<file path="config.mk">
export PLATFORM = sky130hd
export DESIGN_NAME = fetch_sequencer_flat
export DESIGN_NICKNAME = d
export VERILOG_FILES = /design/src/rtl/fetch_sequencer_pkg.sv /design/src/rtl/fetch_sequencer_if.sv /design/src/rtl/fetch_sequencer.sv /design/src/flat_wrapper.sv
export SDC_FILE = /design/constraint.sdc
export NUM_CORES = 1
export LEC_CHECK = 0
export ABC_CLOCK_PERIOD_IN_PS = 2200
export BUFFER_PORTS_ARGS = -buffer_cell sky130_fd_sc_hd__buf_2
export CAP_MARGIN = 20
export CORE_ASPECT_RATIO = 1.4
export CORE_MARGIN = 8
export CORE_UTILIZATION = 53
export CTS_CLUSTER_SIZE = 14
export DETAILED_ROUTE_END_ITERATION = 16
export PLACE_DENSITY = 0.78
export SLEW_MARGIN = 20
export SYNTH_ARGS = -nofsm -noshare
export SYNTH_HDL_FRONTEND = slang
export SYNTH_SLANG_ARGS = --single-unit
</file>
<file path="constraint.sdc">
create_clock -name clk -period 2.2 [get_ports clk]
set_input_delay 0.22 -clock clk [delete_from_list [all_inputs] [get_ports clk]]
set_output_delay 0.22 -clock clk [all_outputs]
set_load 0.02 [all_outputs]
</file>
<file path="src/rtl/fetch_sequencer_pkg.sv">
// Shared processor package: sequencer state encoding, C-bus select codes and
// the Moore strobe decode used by the fetch sequencer.
package fetch_sequencer_pkg;

    typedef enum logic [2:0] {
        S_IDLE       = 3'd0,
        S_FETCH_ADDR = 3'd1,
        S_FETCH_WAIT = 3'd2,
        S_FETCH_LOAD = 3'd3,
        S_EXEC       = 3'd4,
        S_HALTED     = 3'd5
    } state_e;

    localparam logic [1:0] SEL_NONE = 2'd0;
    localparam logic [1:0] SEL_PC   = 2'd1;
    localparam logic [1:0] SEL_MEM  = 2'd2;

    typedef struct packed {
        logic       pc_inc;
        logic       ar_we;
        logic       ir_we;
        logic [1:0] c_bus_sel;
        logic       mem_rd;
        logic       busy;
        logic       halted;
    } strobes_t;

    function automatic strobes_t decode_state(state_e s);
        strobes_t o;
        o = '0;
        o.c_bus_sel = SEL_NONE;
        case (s)
            S_FETCH_ADDR: begin
                o.ar_we     = 1'b1;
                o.c_bus_sel = SEL_PC;
                o.busy      = 1'b1;
            end
            S_FETCH_WAIT: begin
                o.mem_rd = 1'b1;
                o.busy   = 1'b1;
            end
            S_FETCH_LOAD: begin
                o.ir_we     = 1'b1;
                o.pc_inc    = 1'b1;
                o.c_bus_sel = SEL_MEM;
                o.busy      = 1'b1;
            end
            S_EXEC:   o.busy   = 1'b1;
            S_HALTED: o.halted = 1'b1;
            default:  o = '0;
        endcase
        return o;
    endfunction

endpackage

</file>
<file path="src/rtl/fetch_sequencer_if.sv">
// Control bus between the fetch sequencer, its datapath strobes and the
// execute unit handshake.
interface fetch_sequencer_if #(
    parameter int DATA_LEN = 16
) ();

    logic                start;
    logic                halt_req;
    logic                exec_done;
    logic                pc_inc;
    logic                ar_we;
    logic                ir_we;
    logic [1:0]          c_bus_sel;
    logic                mem_rd;
    logic                exec_start;
    logic                busy;
    logic                halted;
    logic [DATA_LEN-1:0] instr_count;

    modport master (
        input  start, halt_req, exec_done,
        output pc_inc, ar_we, ir_we, c_bus_sel, mem_rd, exec_start,
               busy, halted, instr_count
    );

    modport slave (
        output start, halt_req, exec_done,
        input  pc_inc, ar_we, ir_we, c_bus_sel, mem_rd, exec_start,
               busy, halted, instr_count
    );

endinterface

</file>
<file path="src/rtl/fetch_sequencer.sv">
// Instruction fetch sequencer: walks address/wait/load/execute phases and
// emits registered Moore strobes for the datapath and execute unit.
module fetch_sequencer
    import fetch_sequencer_pkg::*;
#(
    parameter int DATA_LEN = 16,
    parameter int MEM_WAIT = 2
) (
    input  logic               clk,
    input  logic               reset,
    fetch_sequencer_if.master  bus
);

    localparam logic [3:0] WAIT_LOAD = 4'(MEM_WAIT - 1);

    state_e              state_q, state_d;
    logic [3:0]          wait_q, wait_d;
    logic                halt_pend_q, halt_pend_d;
    logic [DATA_LEN-1:0] count_q, count_d;
    strobes_t            out_q;
    logic                exec_start_q;

    always_comb begin
        state_d     = state_q;
        wait_d      = wait_q;
        halt_pend_d = halt_pend_q;
        count_d     = count_q;

        if (bus.halt_req && (state_q != S_IDLE) && (state_q != S_HALTED)) begin
            halt_pend_d = 1'b1;
        end

        case (state_q)
            S_IDLE: begin
                if (bus.start) state_d = S_FETCH_ADDR;
            end
            S_FETCH_ADDR: begin
                wait_d  = WAIT_LOAD;
                state_d = S_FETCH_WAIT;
            end
            S_FETCH_WAIT: begin
                if (wait_q == '0) state_d = S_FETCH_LOAD;
                else              wait_d  = wait_q - 4'd1;
            end
            S_FETCH_LOAD: begin
                count_d = count_q + DATA_LEN'(1);
                state_d = S_EXEC;
            end
            S_EXEC: begin
                // A halt request arriving with exec_done still stops this instruction.
                if (bus.exec_done) begin
                    state_d = (halt_pend_q || bus.halt_req) ? S_HALTED : S_FETCH_ADDR;
                end
            end
            S_HALTED: state_d = S_HALTED;
            default:  state_d = S_IDLE;
        endcase
    end

    // Strobes are registered from the next state so they track state_q exactly.
    always_ff @(posedge clk) begin
        if (reset) begin
            state_q      <= S_IDLE;
            wait_q       <= '0;
            halt_pend_q  <= 1'b0;
            count_q      <= '0;
            out_q        <= '0;
            exec_start_q <= 1'b0;
        end else begin
            state_q      <= state_d;
            wait_q       <= wait_d;
            halt_pend_q  <= halt_pend_d;
            count_q      <= count_d;
            out_q        <= decode_state(state_d);
            exec_start_q <= (state_q == S_FETCH_LOAD);
        end
    end

    assign bus.pc_inc      = out_q.pc_inc;
    assign bus.ar_we       = out_q.ar_we;
    assign bus.ir_we       = out_q.ir_we;
    assign bus.c_bus_sel   = out_q.c_bus_sel;
    assign bus.mem_rd      = out_q.mem_rd;
    assign bus.exec_start  = exec_start_q;
    assign bus.busy        = out_q.busy;
    assign bus.halted      = out_q.halted;
    assign bus.instr_count = count_q;

endmodule

</file>
<file path="src/flat_wrapper.sv">
// flat-port wrapper written by rule: the top's interface ports become plain ports
module fetch_sequencer_flat import fetch_sequencer_pkg::*;
#(
    parameter int DATA_LEN = 16,
    parameter int MEM_WAIT = 2
)
  (clk, reset, bus_start, bus_halt_req, bus_exec_done, bus_pc_inc, bus_ar_we, bus_ir_we, bus_c_bus_sel, bus_mem_rd, bus_exec_start, bus_busy, bus_halted, bus_instr_count);
  fetch_sequencer_if #(.DATA_LEN(DATA_LEN)) bus_i ();
  input  logic clk;
  input  logic reset;
  input wire logic [$bits(bus_i.start)-1:0] bus_start;
  input wire logic [$bits(bus_i.halt_req)-1:0] bus_halt_req;
  input wire logic [$bits(bus_i.exec_done)-1:0] bus_exec_done;
  output wire logic [$bits(bus_i.pc_inc)-1:0] bus_pc_inc;
  output wire logic [$bits(bus_i.ar_we)-1:0] bus_ar_we;
  output wire logic [$bits(bus_i.ir_we)-1:0] bus_ir_we;
  output wire logic [$bits(bus_i.c_bus_sel)-1:0] bus_c_bus_sel;
  output wire logic [$bits(bus_i.mem_rd)-1:0] bus_mem_rd;
  output wire logic [$bits(bus_i.exec_start)-1:0] bus_exec_start;
  output wire logic [$bits(bus_i.busy)-1:0] bus_busy;
  output wire logic [$bits(bus_i.halted)-1:0] bus_halted;
  output wire logic [$bits(bus_i.instr_count)-1:0] bus_instr_count;
  assign bus_i.start = bus_start;
  assign bus_i.halt_req = bus_halt_req;
  assign bus_i.exec_done = bus_exec_done;
  assign bus_pc_inc = bus_i.pc_inc;
  assign bus_ar_we = bus_i.ar_we;
  assign bus_ir_we = bus_i.ir_we;
  assign bus_c_bus_sel = bus_i.c_bus_sel;
  assign bus_mem_rd = bus_i.mem_rd;
  assign bus_exec_start = bus_i.exec_start;
  assign bus_busy = bus_i.busy;
  assign bus_halted = bus_i.halted;
  assign bus_instr_count = bus_i.instr_count;
  fetch_sequencer #(.DATA_LEN(DATA_LEN), .MEM_WAIT(MEM_WAIT)) u_core (.clk(clk), .reset(reset), .bus(bus_i));
endmodule
</file>
==> flow_summary_export.csv <==
group,metric,value,unit
critical_path,reg2reg_depth,4,
synth,synth_top_family_by_area,"simple AND/OR/NAND/NOR gates",
synth,synth-seq-area-share,43.4,%
critical_path,cp_top_family,"simple AND/OR/NAND/NOR gates",
synth,ys_warn_count,0,
worst_hold_path,hold_depth,3,
sta,hold_viol_final,0,
detailed_routing,wl,3010,microns
sta,fin_crit,1880,ps
die,io_pins,30,
critical_path,critPathBufInv,0,
run,drv_cap,0,
critical_path,required,2430,ps
synth,synth_flop_cell,"dfxtp_1",
global_routing,grt_pass1_wl,5150,microns
worst_hold_path,hold_class,"in2reg",
power_and_ir_drop,p_leak,0.759,nW
synth,synth_edf_count,0,
clocking,clk_latency,330,ps
global_routing,grt_max_degree,31,
status,outcome,"complete, no violations",
clocking,clock-root-buffer,"clkbuf_4",
final_layout,syn2layout_area_growth,17.0,%
global_routing,overflow,0,
clocking,cts_tree,"yes",
critical_path,endpoint_kind,"flip-flop",
synth,postSynthAreaPerCell,9.18,sq um
detailed_routing,drtPass1Iterations,4,
detailed_routing,drc,0,
clocking,clk_path_buf_depth,2,
synth,synth_compound_area_share,8.57,%
clocking,cts_made_buffers,5,
sta,finClkSkew,6.66,ps
synth,synth.area.mux_share,3.06,%
detailed_routing,initialDrtViolationCount,32,
clocking,path_clk_slew,100,ps
die,start_util,55.3,%
critical_path,r2r-end,"u_core.bus.instr_count[15]",
clocking,cts_hold_buffers,0,
synth,async_flop_share,0,%
worst_hold_path,whs_endpoint,"u_core.halt_pend_q",
clocking,numClockSinks,31,
die,row_count,22,
critical_path,crit_arrival,2110,ps
synth,synthSimpleGateAreaFrac,29.3,%
die,die_area,4640,sq um
die,dieHeight,77.5,microns
detailed_routing,vias,1183,
critical_path,r2r_start,"u_core.state_q[0]",
synth,ys_seq_elements,31,
sta,worstMarginPinSlew,509,ps
die,core,2590,sq um
place,dpl_cell_area,1590,sq um
place,io_buffers,29,
place,dp_hpwl,2240,microns
synth,synth_cell_type_count,40,
synth,syn-cell-area,1430,sq um
critical_path,critical_path.startpoint_type,"flip-flop",
power_and_ir_drop,powerDensity,971,nW/um^2
final_layout,layout-drive-gt1-share,26.3,%
worst_hold_path,hold_start,"bus_halt_req",
synth,synth_fa_ha_area_share,2.62,%
critical_path,cp_cell_sequence,"nand3b_4 > nor4_4 > nor3b_2 > mux2_2",
final_layout,utilization,64.7,%
detailed_routing,wl_per_cell,13.6,microns
critical_path,path_class,"reg2reg",
die,die_x,59.9,microns
clocking,htree_levels,2,
global_routing,grtUsageTotal,14.2,%
critical_path,r2r_slack,320,ps
power_and_ir_drop,irDropWorstVdd,0.644,mV
synth,mappedNetlistNets,164,
sta,finalSetupViolations,0,
final_layout,fin_area,1680,sq um
global_routing,antenna_found_initial,0,
place,gp_congestion,0.718,
sta,fmax,0.532,GHz
sta,period_share,85.5,%
sta,setup_tns,0,ps
critical_path,cpMaxStageDelayCell,"dfxtp_1",
detailed_routing,ant_nets,0,
detailed_routing,vias_per_cell,5.33,
global_routing,grt_pass1_vias,1172,
clocking,cts_resized,0,
sta,drv_slew,0,
synth,syn_inst,156,
sta,slew_headroom,66.1,%
final_layout,nets,193,
synth,synth-xor-area-share,7.95,%
critical_path,critical-path-max-stage-delay,600,ps
critical_path,cp_max_fo,12,
final_layout,antennaDiodeCount,0,
sta,holdWs,155,ps
clocking,cts_setup_buffers,0,
sta,rsz0062_at_grt,"false",
## placed cells by master (no fill, tap or decap), types with 7 or more instances in the layout
cell type	instances
o21ai_0	8
nor2_1	19
dfxtp_1	31
xnor2_1	8
buf_2	29
nand3_1	8
inv_1	7
a21oi_1	7
## worst max path at each step
stage	endpoint	startpoint	cells past startpoint	slack, ps
2_1_floorplan	u_core.bus.instr_count[15]	u_core.bus.instr_count[3]	4	490
3_3_place_gp	u_core.bus.instr_count[15]	u_core.state_q[0]	4	370
3_5_place_dp	u_core.bus.instr_count[15]	u_core.state_q[0]	4	340
4_1_cts	u_core.bus.instr_count[15]	u_core.state_q[0]	4	330
5_1_grt	u_core.bus.instr_count[15]	u_core.state_q[0]	4	210
6_report	u_core.bus.instr_count[15]	u_core.state_q[0]	4	320
## logic make-up after synthesis
logic type,Yosys count
compound gates,21
xor+xnor,13
fa+ha+maj,3
buf+inv,16
flops,31
mux,4
simple gates,68
## Yosys cell counts, drive strengths merged, types with 3 or more instances
cell	number	area, sq um
or3	5	31.3
mux2	3	33.8
inv	7	26.3
nor3b	3	27.5
nand2	3	11.3
dfxtp	31	621
nand4	3	25.0
ha	3	37.5
clkbuf	4	15.0
nor2b	4	25.0
and2	3	18.8
nand3	8	40.0
xor2	5	43.8
nor2	19	71.3
buf	5	32.5
nor3	5	25.0
a21oi	7	35.0
o21ai	8	40.0
xnor2	8	70.1
## stage by stage
stage          power (mW)  instances  setup WS [ps]
6_report             1.63        222            319
5_1_grt              1.72        222            205
4_1_cts              1.64        222            331
3_5_place_dp         1.17        214            338
3_3_place_gp         1.15        214            375
2_1_floorplan        1.07        156            489
## layout make-up
cell class / instances / area, sq um
Inverter: 7 / 26.3
Timing Repair Buffer: 31 / 160
Tap cell: 36 / 45.0
Fill cell: 245 / 912
Clock buffer: 6 / 51.3
Clock inverter: 2 / 35.0
Multi-Input combinational cell: 109 / 737
Sequential cell: 31 / 621
## metal layers
metal | global-route usage, % | wire length, microns
met4 | 6.71 | 71
met1 | 13.6 | 1170
met3 | 6.60 | 201
met5 | 0 | 0
met2 | 24.7 | 1570
## registers in the layout, indices dropped and copies added, names as in the netlist
signal                  count
u_core.bus.mem_rd           1
u_core.bus.exec_start       1
u_core.bus.ar_we            1
u_core.bus.halted           1
u_core.bus.busy             1
u_core.wait_q               4
u_core.halt_pend_q          1
u_core.bus.instr_count     16
u_core.state_q              3
u_core.bus.c_bus_sel        2
## report_power, final
part / internal, mW / switching [mW]
Combinational: 0.203 / 0.249
Sequential: 0.634 / 0.0691
Clock: 0.268 / 0.204
Total: 1.10 / 0.522
## worst register-to-register path: cells and delay by family (launching register included)
| family | cells | cell delay (ps) |
|---|---|---|
| flops | 1 | 600 |
| mux | 1 | 340 |
| simple gates | 3 | 830 |
No activity file was read; power rests on OpenSTA's default activity.
